[src/rtl/genius_pkg.sv]
// Shared definitions for the player-input checker and the sequence store:
// index width, button value encoding and the checker state encoding.
package genius_pkg;

    localparam int IDX_W = 4;
    localparam int BTN_W = 3;

    // Button values; the sequence store uses the same encoding.
    localparam logic [1:0] ZERO = 2'd0;
    localparam logic [1:0] ONE  = 2'd1;
    localparam logic [1:0] TWO  = 2'd2;

    typedef enum logic [2:0] {
        ST_IDLE       = 3'd0,
        ST_FETCH      = 3'd1,
        ST_WAIT_PRESS = 3'd2,
        ST_RELEASE    = 3'd3,
        ST_OK         = 3'd4,
        ST_FAIL       = 3'd5
    } state_e;

    function automatic logic btn_is_onehot(input logic [BTN_W-1:0] b);
        return (b == 3'b001) || (b == 3'b010) || (b == 3'b100);
    endfunction

    function automatic logic [1:0] btn_value(input logic [BTN_W-1:0] b);
        logic [1:0] v;
        case (b)
            3'b010:  v = ONE;
            3'b100:  v = TWO;
            default: v = ZERO;
        endcase
        return v;
    endfunction

endpackage

[src/rtl/press_detect.sv]
// Rising-edge press detector on the debounced button bus, with one-hot
// qualification and value decode of the pressed button.
module press_detect
    import genius_pkg::*;
(
    input  logic             clk_i,
    input  logic             rst_ni,
    input  logic [BTN_W-1:0] btn_i,
    output logic             press_o,
    output logic             onehot_o,
    output logic [1:0]       value_o,
    output logic             idle_o
);

    logic [BTN_W-1:0] btn_q;
    logic             armed_q;
    logic             armed_d;

    // A press only counts once an all-released sample has been taken since reset.
    assign armed_d = armed_q | (btn_i == '0);

    always_ff @(posedge clk_i) begin
        if (!rst_ni) begin
            btn_q   <= '0;
            armed_q <= 1'b0;
        end else begin
            btn_q   <= btn_i;
            armed_q <= armed_d;
        end
    end

    assign idle_o   = (btn_i == '0);
    assign press_o  = armed_q && (btn_q == '0) && (btn_i != '0);
    assign onehot_o = btn_is_onehot(btn_i);
    assign value_o  = btn_value(btn_i);

endmodule

[config.mk]
export PLATFORM = sky130hd
export DESIGN_NAME = press_detect
export DESIGN_NICKNAME = d
export VERILOG_FILES = /design/src/rtl/genius_pkg.sv /design/src/rtl/press_detect.sv
export SDC_FILE = /design/constraint.sdc
export NUM_CORES = 1
export LEC_CHECK = 0
export BUFFER_PORTS_ARGS = -buffer_cell sky130_fd_sc_hd__buf_2
export CORE_AREA = 10 10 47 49
export CTS_CLUSTER_DIAMETER = 200
export DETAILED_ROUTE_END_ITERATION = 10
export DIE_AREA = 0 0 57 59
export PLACE_DENSITY = 0.35
export RECOVER_POWER = 100
export SYNTH_ARGS = -nofsm -noshare
export SYNTH_HDL_FRONTEND = slang
export SYNTH_SLANG_ARGS = --single-unit
[constraint.sdc]
create_clock -name clk_i -period 0.8 [get_ports clk_i]
set_input_delay 0 -clock clk_i [delete_from_list [all_inputs] [get_ports clk_i]]
set_output_delay 0 -clock clk_i [all_outputs]
set_load 0.05 [all_outputs]
==> results of run 1 <==
[sequential cells by signal, summed over array words and instances (netlist names)]
signal,count
btn_q,3
armed_q,1
[layer usage]
metal	track usage, %	share of wire (%)	wire (um)	vias up
li1	-	-	-	84
met1	2.50	47	206	73
met2	3.57	37	161	10
met3	3.86	16	69	0
met4	4.03	0	0	0
met5	0	0	0	-
[power by group]
part           switching [W]  total (W)  internal (W)
sequential        0.00000690   0.000220      0.000213
combinational      0.0000800   0.000123     0.0000431
clock              0.0000700   0.000237      0.000167
[cell usage after synthesis]
cell      count
xor2_1        1
and2_2        1
and2_1        2
nor3b_1       2
dfxtp_1       4
o21a_1        2
o21ai_0       1
nor4_2        1
nand2b_1      1
nor3_2        1
[worst min path at each step]
stage                                      to  cells past startpoint     start
after floorplan                        idle_o                      1  btn_i[0]
after global placement     armed_q$_SDFF_PN0_                      2    rst_ni
after detailed placement   armed_q$_SDFF_PN0_                      2    rst_ni
after CTS                  armed_q$_SDFF_PN0_                      2    rst_ni
after global routing      btn_q[1]$_SDFF_PN0_                      2  btn_i[1]
final                     btn_q[1]$_SDFF_PN0_                      2  btn_i[1]
[critical path: stages (launching register included)]
cell     delay (ps)
dfxtp_2         310
nor4_4          270
buf_6           190
[cell type report]
class	instances	share of cell area, %
Sequential cell	4	26.6
Clock buffer	3	7.26
Multi-Input combinational cell	12	40.3
Tap cell	16	6.45
Timing Repair Buffer	10	19.4
[kinds of logic (layout without fill, tap and decap cells)]
group	Yosys count	count (layout)	share of synthesized area, %
xor gates and xnor gates	1	1	5.07
DFF	4	4	46.4
buffers and inverters	0	13	0
AOI/OAI and AO/OA	3	3	11.6
and+or+nand+nor	8	8	37.0
[through the flow]
step	power, W	TNS (ps)	std cells	utilization (%)
6_report	0.000580	-203	45	22.1
3_3_place_gp	0.000335	-50.4	41	18.8
4_1_cts	0.000598	-222	44	21.4
5_1_grt	0.000634	-241	45	22.1
2_1_floorplan	0.000295	-169	16	-
3_5_place_dp	0.000337	-64.0	41	18.8
[timing repair]
item / 4_1_cts / 5_1_grt
endpoints found under the setup margin: 1 / 1
hold endpoints to repair: 0 / 1
hold buffers: 0 / 1
gates resized for setup: 4 / 1
==> flow_summary_export.csv, run 1 <==
group,metric,value,unit
min_path,worstHoldPathType,"input port to flip-flop",
status,violations,"negative setup slack",
setup_path,reg2reg_to,"armed_q$_SDFF_PN0_",
cells_and_area,fill_cells,159,
synthesis,yosys.area.top_type_share,46.4,%
setup_path,arrival,1000,ps
setup_path,worstReg2RegStart,"armed_q$_SDFF_PN0_",
global_route,antenna_found_initial,0,
run,drv_cap,0,
timing,finalSetupViolations,1,
die,die_area,3360,um2
die,start_util,12.3,%
setup_path,worst-setup-path-type,"flip-flop to primary output",
synthesis,synth-seq-cells,4,
status,status,"complete, but fails checks",
detailed_routing,antenna_left,0,
die,die_h,59,um
synthesis,synth.area.top_cells,"dfxtp_1 46%, nor3b_1 8.7%, o21a_1 8.7%",
detailed_routing,vias_per_cell,3.71,
setup_path,regToRegSetupSlack,200,ps
die,fp-row-count,14,
clock_network,htree_levels,1,
timing,finalWorstSetupSlack,-203,ps
timing,relSlewSlack,81.4,%
setup_path,cp-start-kind,"flip-flop",
timing,hold_violations,0,
setup_path,cp.required,800,ps
die,core_area,1400,um2
cells_and_area,final_common_cell,"buf_2",
die,die_width,57,um
placed_design,gp_congestion,0.593,
timing,fmax,0.997,GHz
detailed_routing,routed_wl,437,um
clock_network,root_buffer,"clkbuf_4",
setup_path,crit_path_start,"btn_q[1]$_SDFF_PN0_",
synthesis,avgSynthCellArea,10.8,um2
clock_network,cts_made_buffers,3,
placed_design,post-place-ws,-64.0,ps
cells_and_area,area_growth,79.7,%
timing,hold-worst-slack,108,ps
timing,max_slew.worst_pin.slew,281,ps
detailed_routing,wl_per_cell,9.71,um
cells_and_area,layout_common_cells,"4 x buf_2, 3 x clkbuf_4, 3 x clkbuf_2",
cells_and_area,drive_above_1_share,65.5,%
cells_and_area,antenna_cells,0,
synthesis,syn_inst,16,
detailed_routing,drc_errors,0,
clock_network,post-cts-setup-buffer-count,0,
pwr,p_leak,0.126,nW
detailed_routing,vias,167,
timing,fin_worst_skew,0,ps
pwr,vdd_ir_drop_max,0.000344,V
synthesis,yosysSeqAreaShare,46.4,%
clock_network,clock_path_buffers,2,
pwr,p_per_area,1870,nW/um2
setup_path,cp-end-kind,"primary output",
global_route,grt_pass1_wl,731,um
setup_path,reg2reg_depth,1,
global_route,grt_max_degree,7,
synthesis,syn_nets,21,
global_route,gr-total-overflow,0,
detailed_routing,drt_iter0_drc,1,
detailed_routing,first_pass_iters,2,
timing,fin_crit,1000,ps
synthesis,yosys.area.top_type,"dfxtp_1",
timing,period_share,125,%
timing,rsz0062_at_grt,"yes",
clock_network,cts_tree,"done",
cells_and_area,seqCellArea,82.6,um2
setup_path,critPathCapture,"press_o",
placed_design,place_area,263,um2
die,ioPinCount,10,
global_route,track_usage,3.20,%
cells_and_area,multiInputGateArea,125,um2
placed_design,numPortBuffers,9,
clock_network,insertion_delay,230,ps
synthesis,ys_types,10,
global_route,grt_pass1_vias,190,
synthesis,synth_area,173,um2
timing,slew_viol_final,0,
cells_and_area,post-route-cell-area,310,um2
clock_network,cts.clk_slew.worst_paths,30,ps
cells_and_area,fin_nets,36,
synthesis,yosys_warnings,0,
clock_network,clock_sinks,4,
setup_path,crit_path_max_fanout,1,
(Power assumes the default switching activity.)
==> inputs of run 2 (changes only) <==
Settings changed: SETUP_SLACK_MARGIN set to 0.1.
==> flow_summary_export.csv, run 2 (same netlist as run 1, synthesis figures left out) <==
group,metric,value,unit
status,status,"complete, but fails checks",
status,violations,"negative setup slack",
timing,slew_viol_final,0,
cells_and_area,largest_register_ffs,3,
timing,fmax,0.988,GHz
detailed_routing,antenna_left,0,
setup_path,cpMaxStageDelayCell,"dfxtp_2",
detailed_routing,routed_wl,475,um
cells_and_area,regMostFlops,"btn_q",
clock_network,postCtsHoldBufs,0,
detailed_routing,wl_per_cell,10.8,um
clock_network,clock_path_buffers,2,
clock_network,clock_sinks,4,
setup_path,cp-start-kind,"flip-flop",
die,core_area,1400,um2
timing,max_slew.worst_pin.slew,378,ps
pwr,vdd_ir_drop_max,0.000441,V
cells_and_area,area_growth,76.1,%
run,drv_cap,0,
die,ioPinCount,10,
clock_network,root_buffer,"clkbuf_4",
cells_and_area,fin_nets,35,
clock_network,cts_made_buffers,3,
clock_network,cts_tree,"done",
global_route,antenna_found_initial,0,
timing,finalWorstSetupSlack,-212,ps
pwr,p_leak,0.118,nW
detailed_routing,drt_iter0_drc,2,
min_path,worstHoldPathType,"input port to flip-flop",
cells_and_area,top_regs,"btn_q x3, armed_q x1",
detailed_routing,first_pass_iters,4,
global_route,grt_pass1_vias,203,
setup_path,crit_path_max_fanout,1,
placed_design,numPortBuffers,9,
setup_path,cp-end-kind,"primary output",
timing,fin_tns_setup,-212,ps
timing,hold_violations,0,
detailed_routing,vias_per_cell,3.75,
clock_network,cts.clk_slew.worst_paths,40,ps
setup_path,cp_top_family,"flip-flops",
die,die_width,57,um
timing,fin_crit,1010,ps
setup_path,cp.required,800,ps
timing,finalSetupViolations,1,
clock_network,insertion_delay,230,ps
die,die_h,59,um
die,start_util,12.3,%
cells_and_area,antenna_cells,0,
cells_and_area,drive_above_1_share,60.7,%
global_route,grt_pass1_wl,800,um
global_route,track_usage,3.33,%
timing,hold-worst-slack,8.02,ps
detailed_routing,vias,165,
clock_network,cts_resized,6,
setup_path,path_cells,"nor4_4 -> buf_6",
setup_path,critPathMaxStageDelay,320,ps
clock_network,htree_levels,1,
cells_and_area,fin_util,21.7,%
timing,relSlewSlack,74.6,%
cells_and_area,stdcell_count,44,
placed_design,gp_congestion,0.592,
global_route,grt_max_degree,7,
timing,period_share,126,%
timing,fin_worst_skew,0,ps
die,fp-row-count,14,
die,die_area,3360,um2
timing,rsz0062_at_grt,"yes",
clock_network,post-cts-setup-buffer-count,0,
pwr,p_per_area,1930,nW/um2
global_route,gr-total-overflow,0,
placed_design,place_inst,41,
detailed_routing,drc_errors,0,
setup_path,crit_buf_inv,1,
cells_and_area,layout_common_cells,"3 x clkbuf_4, 3 x clkbuf_1, 3 x buf_2, 3 x buf_6",
setup_path,arrival,1010,ps
setup_path,worst-setup-path-type,"flip-flop to primary output",
run 2: changes by cell type in the layout (fill, tap and decap cells not counted):
cell and delta:
clkbuf_1 +2, buf_6 +2, clkbuf_2 -3, nor3_2 +1, nor3_4 -1, buf_2 -1
dlygate4sd3_1 -1
run 2: final timing paths:
check | slack (ps) | cells past startpoint | from | to
hold reg to reg | 490 | 1 | armed_q$_SDFF_PN0_ | armed_q$_SDFF_PN0_
hold / removal | 8 | 2 | rst_ni | armed_q$_SDFF_PN0_
setup reg to reg | 190 | 1 | armed_q$_SDFF_PN0_ | armed_q$_SDFF_PN0_
setup / recovery | -210 | 2 | btn_q[1]$_SDFF_PN0_ | press_o
run 2: metal layers:
metal	vias up	GRT usage, %	wire, um
met5	-	0	0
met4	0	4.03	0
met3	0	4.08	109
met2	12	3.41	154
met1	73	2.85	211
li1	80	-	-
run 2: stage by stage:
step	total power, W	setup WS, ps	cell area [um2]
6_report	0.000585	-212	304
5_1_grt	0.000624	-241	304
4_1_cts	0.000603	-224	305
3_5_place_dp	0.000338	-65.1	263
3_3_place_gp	0.000335	-49.8	263
2_1_floorplan	0.000295	-169	198
run 2: area by class of cell:
class | count | area (um2)
fill | 171 | 1100
timing repair buffer | 9 | 60.1
tap | 16 | 20.0
clock buffer | 3 | 22.5
sequential | 4 | 82.6
multi-input combinational | 12 | 119
run 2: where the power goes:
| part | internal (W) | switching, W |
|---|---|---|
| Clock | 0.000167 | 0.0000734 |
| Combinational | 0.0000459 | 0.0000790 |
| Sequential | 0.000213 | 0.00000730 |
==> inputs of run 3 (changes only) <==
Settings changed: RECOVER_POWER 100 to 25.
==> flow_summary_export.csv, run 3 (same netlist as run 1, synthesis figures left out) <==
group,metric,value,unit
status,status,"complete, but fails checks",
status,violations,"negative setup slack",
placed_design,gp_congestion,0.592,
timing,finalWorstSetupSlack,-210,ps
detailed_routing,wl_met3,105,um
die,die_width,57,um
placed_design,place_inst,41,
placed_design,post-place-ws,-65.1,ps
setup_path,cp-end-kind,"primary output",
timing,finalSetupViolations,1,
global_route,antenna_found_initial,0,
cells_and_area,top_regs,"btn_q x3, armed_q x1",
setup_path,arrival,1010,ps
cells_and_area,drive_above_1_share,64.3,%
detailed_routing,wl_met2,156,um
cells_and_area,stdcell_count,44,
clock_network,post-cts-setup-buffer-count,0,
timing,max_slew.worst_pin.slew,377,ps
setup_path,crit_path_max_fanout,1,
cells_and_area,fin_util,22.2,%
die,core_area,1400,um2
die,start_util,12.3,%
timing,relSlewSlack,74.9,%
clock_network,clock_path_buffers,2,
clock_network,cts_tree,"done",
setup_path,worst-setup-path-type,"flip-flop to primary output",
cells_and_area,antenna_cells,0,
clock_network,htree_levels,1,
placed_design,numPortBuffers,9,
clock_network,cts.clk_slew.worst_paths,40,ps
setup_path,cp.required,800,ps
pwr,power.share.clock,40.8,%
die,fp-row-count,14,
timing,hold_violations,0,
pwr,pwr-share-comb,21.9,%
global_route,grt_max_degree,7,
pwr,p_leak,0.123,nW
clock_network,cts_made_buffers,3,
pwr,vdd_ir_drop_max,0.000455,V
clock_network,postCtsHoldBufs,0,
clock_network,insertion_delay,230,ps
detailed_routing,antenna_left,0,
cells_and_area,largest_register_ffs,3,
detailed_routing,routed_wl,466,um
timing,fin_crit,1010,ps
detailed_routing,met1Wirelength,204,um
global_route,grt_pass1_vias,203,
pwr,p_seq_share,37.3,%
detailed_routing,wl_per_cell,10.6,um
cells_and_area,regMostFlops,"btn_q",
pwr,total_power,0.000590,W
detailed_routing,highest_layer,"met3",
global_route,gr-total-overflow,0,
pwr,p_per_area,1890,nW/um2
global_route,grt_pass1_wl,800,um
detailed_routing,drc_errors,0,
setup_path,regToRegSetupSlack,190,ps
die,die_area,3360,um2
die,die_h,59,um
min_path,worstHoldPathType,"input port to flip-flop",
detailed_routing,first_pass_iters,2,
clock_network,root_buffer,"clkbuf_4",
global_route,track_usage,3.33,%
cells_and_area,fin_nets,35,
detailed_routing,vias_per_cell,3.68,
timing,period_share,126,%
timing,hold-worst-slack,7.77,ps
pwr,switching_share,27.5,%
run,drv_cap,0,
timing,fmax,0.990,GHz
pwr,p_sw,0.000162,W
timing,fin_worst_skew,0,ps
timing,rsz0062_at_grt,"yes",
pwr,internal_power,0.000428,W
setup_path,cp-start-kind,"flip-flop",
cells_and_area,area_growth,80.4,%
detailed_routing,vias,162,
die,ioPinCount,10,
clock_network,clock_sinks,4,
detailed_routing,drt_iter0_drc,2,
cells_and_area,layout_common_cells,"4 x buf_2, 3 x clkbuf_4, 3 x buf_6",
timing,slew_viol_final,0,
cells_and_area,final_common_cell,"buf_2",
[run 3: power by group through the flow]
stage	Clock, W	Combinational, W	Sequential, W
2_1_floorplan	0	0.0000759	0.000219
3_3_place_gp	0	0.000115	0.000220
3_5_place_dp	0	0.000117	0.000220
4_1_cts	0.000257	0.000127	0.000219
5_1_grt	0.000269	0.000138	0.000221
6_report	0.000241	0.000129	0.000220
[run 3: layer usage]
metal | track usage, % | up-vias
met5 | 0 | -
met4 | 4.03 | 0
met3 | 4.08 | 0
met2 | 3.41 | 10
met1 | 2.85 | 71
li1 | - | 81
[run 3: what timing repair did]
action,CTS,global route
endpoints found under the setup margin,3,3
resized for setup,6,3
pin swaps,0,0
hold endpoints to repair,0,0
[run 3: critical path, stage by stage (launching register included)]
cell and delay, ps:
dfxtp_2 310, nor4_4 270, buf_6 190
[run 3: path summary, 6_finish.rpt]
path / startpoint / end / depth (start not counted)
max: btn_q[1]$_SDFF_PN0_ / press_o / 2
min: rst_ni / armed_q$_SDFF_PN0_ / 2
max reg2reg: armed_q$_SDFF_PN0_ / armed_q$_SDFF_PN0_ / 1
min reg2reg: armed_q$_SDFF_PN0_ / armed_q$_SDFF_PN0_ / 1
[run 3: cell type report]
class | instances | area, um2
Clock buffer | 3 | 22.5
Fill cell | 169 | 1090
Multi-Input combinational cell | 12 | 125
Sequential cell | 4 | 82.6
Tap cell | 16 | 20.0
Timing Repair Buffer | 9 | 61.3
[run 3: per-stage QoR]
stage	setup TNS (ps)	instance area, um2
detailed placement	-65.1	263
global route	-346	312
finish	-210	312
global placement	-49.8	263
floorplan	-169	198
CTS	-224	305
